[src/rtl/game_timer_counter.sv]
// game_timer_counter: 0..99 s round countdown with 1 s prescaler and frame-synchronous display.
// Optional low-time warn blink when TIMER_WARN_BLINK_EN is defined; warn is tied low otherwise.
module game_timer_counter #(
  parameter int CLK_HZ        = 25_000_000,
  parameter int START_SECONDS = 99
) (
  input  logic       clk,
  input  logic       rst,
  input  logic       start,
  input  logic       pause,
  input  logic       load,
  input  logic [6:0] load_value,
  input  logic       frame_start,
  output logic [6:0] game_duration,
  output logic       running,
  output logic       time_up,
  output logic       sec_tick,
  output logic       expired,
  output logic       warn
);

  localparam int PW = (CLK_HZ > 1) ? $clog2(CLK_HZ) : 1;
  localparam logic [PW-1:0] PS_LAST = PW'(CLK_HZ - 1);
  localparam logic [6:0] START_CNT = 7'(START_SECONDS);

  typedef enum logic [1:0] {
    IDLE,
    RUNNING,
    PAUSED,
    EXPIRED
  } state_t;

  state_t        state_q, state_d;
  logic [6:0]    count_q, count_d;
  logic [PW-1:0] presc_q, presc_d;
  logic          tick_d, exp_d;
  logic [6:0]    load_clip;

  assign load_clip = (load_value > 7'd99) ? 7'd99 : load_value;

  // Next state, count and prescaler; load > start > pause.
  always_comb begin
    state_d = state_q;
    count_d = count_q;
    presc_d = presc_q;
    tick_d  = 1'b0;
    exp_d   = 1'b0;
    unique case (state_q)
      IDLE: begin
        if (load) begin
          count_d = load_clip;
          presc_d = '0;
        end else if (start) begin
          presc_d = '0;
          state_d = (count_q != 7'd0) ? RUNNING : EXPIRED;
        end
      end
      RUNNING: begin
        if (pause) begin
          state_d = PAUSED;
        end else if (presc_q == PS_LAST) begin
          presc_d = '0;
          if (count_q != 7'd0) begin
            tick_d  = 1'b1;
            count_d = count_q - 7'd1;
            if (count_q == 7'd1) begin
              exp_d   = 1'b1;
              state_d = EXPIRED;
            end
          end
        end else begin
          presc_d = presc_q + PW'(1);
        end
      end
      PAUSED: begin
        if (load) begin
          count_d = load_clip;
          presc_d = '0;
          state_d = IDLE;
        end else if (start) begin
          state_d = RUNNING;
        end
      end
      EXPIRED: begin
        if (load) begin
          count_d = load_clip;
          presc_d = '0;
          state_d = IDLE;
        end
      end
      default: state_d = IDLE;
    endcase
  end

  // State, count, prescaler and registered status outputs.
  always_ff @(posedge clk or posedge rst) begin
    if (rst) begin
      state_q  <= IDLE;
      count_q  <= START_CNT;
      presc_q  <= '0;
      running  <= 1'b0;
      time_up  <= 1'b0;
      sec_tick <= 1'b0;
      expired  <= 1'b0;
    end else begin
      state_q  <= state_d;
      count_q  <= count_d;
      presc_q  <= presc_d;
      running  <= (state_d == RUNNING);
      time_up  <= (state_d == EXPIRED);
      sec_tick <= tick_d;
      expired  <= exp_d;
    end
  end

  // Publish the count only at frame start so the renderer never sees a torn value.
  always_ff @(posedge clk or posedge rst) begin
    if (rst) begin
      game_duration <= START_CNT;
    end else if (frame_start) begin
      game_duration <= count_q;
    end
  end

`ifdef TIMER_WARN_BLINK_EN
  localparam logic [PW-1:0] PS_HALF = PW'(CLK_HZ / 2 - 1);

  logic warn_d;
  logic low_time;

  assign low_time = (count_q != 7'd0) && (count_q <= 7'd10);

  // Blink at each half second while low on time; freeze while paused.
  always_comb begin
    warn_d = 1'b0;
    unique case (state_q)
      RUNNING: begin
        if (low_time) begin
          if (!pause && (presc_q == PS_HALF || presc_q == PS_LAST))
            warn_d = ~warn;
          else
            warn_d = warn;
        end
      end
      PAUSED: begin
        if (low_time) warn_d = warn;
      end
      default: warn_d = 1'b0;
    endcase
  end

  // Warn register.
  always_ff @(posedge clk or posedge rst) begin
    if (rst) warn <= 1'b0;
    else     warn <= warn_d;
  end
`else
  assign warn = 1'b0;
`endif

endmodule

[config.mk]
export PLATFORM = sky130hd
export DESIGN_NAME = game_timer_counter
export DESIGN_NICKNAME = d
export VERILOG_FILES = /design/src/rtl/game_timer_counter.sv
export SDC_FILE = /design/constraint.sdc
export NUM_CORES = 1
export LEC_CHECK = 0
export ABC_AREA = 1
export BUFFER_PORTS_ARGS = -buffer_cell sky130_fd_sc_hd__buf_4
export CAP_MARGIN = 30
export CORE_MARGIN = 3
export CORE_UTILIZATION = 25
export CTS_CLUSTER_DIAMETER = 200
export CTS_CLUSTER_SIZE = 10
export DETAILED_ROUTE_END_ITERATION = 8
export REMOVE_ABC_BUFFERS = 1
export SETUP_SLACK_MARGIN = 0.4
export SYNTH_ARGS = -nofsm -noshare
export SYNTH_HDL_FRONTEND = slang
export SYNTH_SLANG_ARGS = --single-unit
[constraint.sdc]
create_clock -name clk -period 2.2 [get_ports clk]
set_clock_uncertainty 0.15 [all_clocks]
set_input_delay 0.44 -clock clk [delete_from_list [all_inputs] [get_ports clk]]
set_output_delay 0.44 -clock clk [all_outputs]
set_load 0.02 [all_outputs]
# Word level (Yosys, flattened, before mapping)
# Index checks and enable logic that the tools add are counted.
# totals
regBits	45
inputBits	13
out_inout_bits	12
elab_cells	62
# classes
addsub	2
magnitude_cmp	1
n_eq_ne	13
n_mux	32
n_reduce_logical	6
# op_table
cell	n
$mux 25	5
$pmux 25 s3	1
$mux 7	5
$add 25x1->25 const B	1
$eq 25x25->1 const B	1
$mux 2	10
$pmux 7 s2	1
$mux 1	9
$pmux 2 s4	1
$eq 7x1->1 const B	1
$gt 7x7->1 const B	1
$reduce_bool 7->1	1
$sub 7x1->7 const B	1
$eq 2x2->1 const B	3
$ne 2x2->1 const B	3
$eq 2x1->1 const B	2
$ne 2x1->1 const B	2
$reduce_and 4->1	1
$ne 3x3->1 const B	1
$reduce_and 3->1	1
$reduce_or 3->1	1
$logic_not 2->1	1
$reduce_or 2->1	1

# Depth between registers and ports, before layout
# logic_depth
ltp_word	7
ltp_mapped	11
depth_no_buf	11

# Worst setup path after synthesis
# No wires, ideal clock.
# synth_timing
kind	register -> register
start	register count_q[1]
end	register count_q[2]
setup_ns	0.117
arrival_time_ns	1.352
required_ns	1.933
slack_ns	0.581
path_stages_with_launch	9
path_buffers	0
synth_period_minus_slack_ns	1.619
path_cell_list	dfstp_2 > inv_1 > ha_1 > nand2_1 > or2_2 > nand3_4 > nand2_4 > nand2_1 > nand2_1
# synth_between
elab_chain_len	5
word_cells_on_any_way	8
cone_classes	1 x add/sub; 1 x eq/ne; 4 x mux; 2 x reduce/logical
# synth_rtl
element	line	rtl
start: declaration	34	logic [6:0] count_q, count_d;
start signal: assignment	107	count_q <= count_d;
$sub 7x1->7	65	count_d = count_q - 7'd1;
$mux 7	63	if (count_q != 7'd0) begin
$mux 7	61	end else if (presc_q == PS_LAST) begin
$mux 7	59	if (pause) begin
$pmux 7 s2	48	unique case (state_q)
# Parallel ways exist; a longest one is shown, timed or not. The select of a mux whose other input is x is not followed.
# A chain may end at the register's enable or synchronous reset.

# Worst setup path after layout
# layout_timing
start	register presc_q[1]
end	register count_q[2]
# layout_between
elab_chain_len	3
# layout_rtl
element	line	rtl
start: declaration	35	logic [PW-1:0] presc_q, presc_d;
start signal: assignment	108	presc_q <= presc_d;
$eq 25x25->1	61	
$ne 2x2->1 (no source line)	n/a	
$reduce_and 4->1 (no source line)	n/a	
# Every way passes these cells.

==> out/results.ini <==
[worst_setup_path]
cpPeakStageDelay_ns=0.42
r2r-end=count_q[2]
endpoint_kind=flop
crit_type=flop to flop
r2r_start=presc_q[1]
worst-endpoint-arrival_ns=1.82
critPathTopFamily=simple AND/OR/NAND/NOR gates
cp.buffers_inverters=1
cpMostUsedCell=nand2_4
critPathMaxFanout=7
cp-startpoint=presc_q[1]
path_depth=11
required_ns=2.29
worstSetupEndpoint=count_q[2]
slowest_stage=dfrtp_1
crit_chain=ha_4, nand2_4, inv_2, nand2_2, nor2_4, nand2_2, nand2_4, nand3_4, nand2_4, nand2_1, nand2_1
setup.worst_path.start_class=flop
worst-r2r-setup-slack_ns=0.47
r2r_cells=11

[layout]
drive_gt1_share_pct=30.2
final_common_cell=nand2_1
fin_cells=534
fillCellCount=1130
most-common-layout-cells=nand2_1 (75), inv_1 (44), buf_4 (37)
diodes=0
fin_util_pct=32.1
multiInputGateArea_um2=1450
fin_area_um2=3360
final_nets=413
syn_to_final_growth_pct=22.8
regArea_um2=1140

[cts]
htree_levels=2
holdBufCountCts=0
cts-root-buf=clkbuf_8
cts_made_buffers=5
clk_latency_ns=0.30
cts_tree=yes
cts_sinks=45
clk_pin_slew_ns=0.09
clockBufferDepth=2

[drt]
ant_nets=0
drc=0
routedWlPerCell_um=11.9
wl_um=6350
via_count=2398
dr.pass1.iters=4
vias_per_cell=4.49
drt_iter0_markers=157

[synth]
synth_top_area_share_pct=33.8
synth_edf_count=0
avgSynthCellArea_um2=7.64
yosysUniqueCellTypes=37
synth_seq_area_share_pct=41.5
synth_top_area_cell=dfrtp_1
synth_area_um2=2740
yosysWarnings=0
synth_area_leaders=dfrtp_1 (34%), nand2_1 (11%), dfstp_2 (7.7%)
synthFlopType=dfrtp_1
synth-seq-cells=45
syn-instance-count=358
synth_async_sr_flop_share_pct=100

[placed_design]
place_inst=512
gp_congestion=0.830
dp_hpwl_um=4490
postPlaceCellArea_um2=3040
io_buffer_count=23

[global_route]
grt_overflow=0
grt_pass1_vias=2250
antenna_found_initial=0
grt_max_degree=46
grt_pass1_wl_um=10500
grt_use_total_pct=9.98

[floorplan]
die_y_um=111
core_um2=10500
die_w_um=111
initial_utilization_pct=26.2
rows=37
die-area_um2=12200
pin_count=25

[timing]
post-route-period-util_pct=78.4
period_needed_ns=1.73
rsz0062_at_grt=yes
tns_ns=0
final_max_slew_viol_count=0
setup_viol=0
fmax_mhz=580
hold_violations=0

[flow_run]
cap_violations=0

[worst_hold_path]
min_path_type=input pin to asynchronous set/reset pin

[run_status]
outcome=finished clean

[pwr]
p_leak_nw=1.50
powerDensity_nw_per_um2=868
irDropWorstVdd_uv=506
total_power_mw=2.92

-- tightest hold or removal path, cell delays in order --
cell	delay, ns
buf_4	0.11
inv_2	0.06
buf_12	0.24
-- worst min-delay path by stage --
| stage | from | endpoint | cells after the start |
|---|---|---|---|
| detailed placement | game_duration[1] | game_duration[1] | 2 |
| finish | rst | game_duration[4] | 3 |
| global route | rst | game_duration[4] | 3 |
| CTS | rst | game_duration[4] | 3 |
| floorplan | count_q[6] | game_duration[6] | 2 |
| global placement | game_duration[5] | game_duration[5] | 2 |
-- logic make-up after synthesis --
group / after synthesis / synth area share, %
other cells: 1 / 0.137
fa+ha+maj: 3 / 1.37
buf+inv: 58 / 9.56
mux: 2 / 0.823
compound gates: 33 / 6.36
xor+xnor: 6 / 1.92
flops: 45 / 41.5
simple gates: 210 / 38.3
-- metal layers --
metal / up-vias / track usage, % / wire (um)
li1: 1222 / - / -
met1: 1130 / 13.5 / 3010
met2: 42 / 16.8 / 3060
met3: 4 / 2.14 / 241
met4: 0 / 1.31 / 39
met5: - / 0 / 0
-- state kept, by name, indices dropped and copies added, names as in the netlist --
signal         cells
sec_tick           1
game_duration      7
expired            1
count_q            7
time_up            1
running            1
presc_q           25
state_q            2
-- through the flow --
stage                     hold WS, ns  setup WS [ns]
after floorplan                 0.322          0.559
after global placement          0.325          0.296
after detailed placement        0.330          0.238
after CTS                      0.0395          0.397
after global routing           0.0381          0.360
final                          0.0188          0.475
-- timing repair --
action,4_1_cts,5_1_grt
resized for setup,3,29
endpoints found under the setup margin,11,30
pin swaps,0,9
setup buffers,1,12
gates cloned,0,1
-- cell type report --
cell class	instances	share of cell area, %
clock buffers	5	2.05
clock inverters	3	0.633
inverters	51	6.29
multi-input cells	256	43.2
flip-flops and latches	45	33.9
well taps	136	5.07
repair buffers	38	8.86
-- report_power, final --
group | switching (mW) | total, mW | internal, mW
Sequential | 0.132 | 1.15 | 1.02
Clock | 0.318 | 0.544 | 0.226
Combinational | 0.779 | 1.22 | 0.443
Total | 1.23 | 2.92 | 1.69
-- cells in the mapped netlist, types with 3 or more instances --
| cell | n |
|---|---|
| dfrtp_1 | 37 |
| nor2_2 | 19 |
| ha_1 | 3 |
| nand3_2 | 4 |
| a21oi_1 | 16 |
| nand2_2 | 4 |
| o21ai_1 | 5 |
| nand3_1 | 29 |
| o21ai_0 | 10 |
| nand2_1 | 80 |
| nand2_4 | 4 |
| dfstp_2 | 8 |
| inv_2 | 3 |
| nand4_1 | 7 |
| nor2_1 | 34 |
| nor3_1 | 17 |
| xor2_1 | 4 |
| nor3_2 | 4 |
| inv_1 | 47 |
Note: power is estimated with default switching activity, not from simulation.
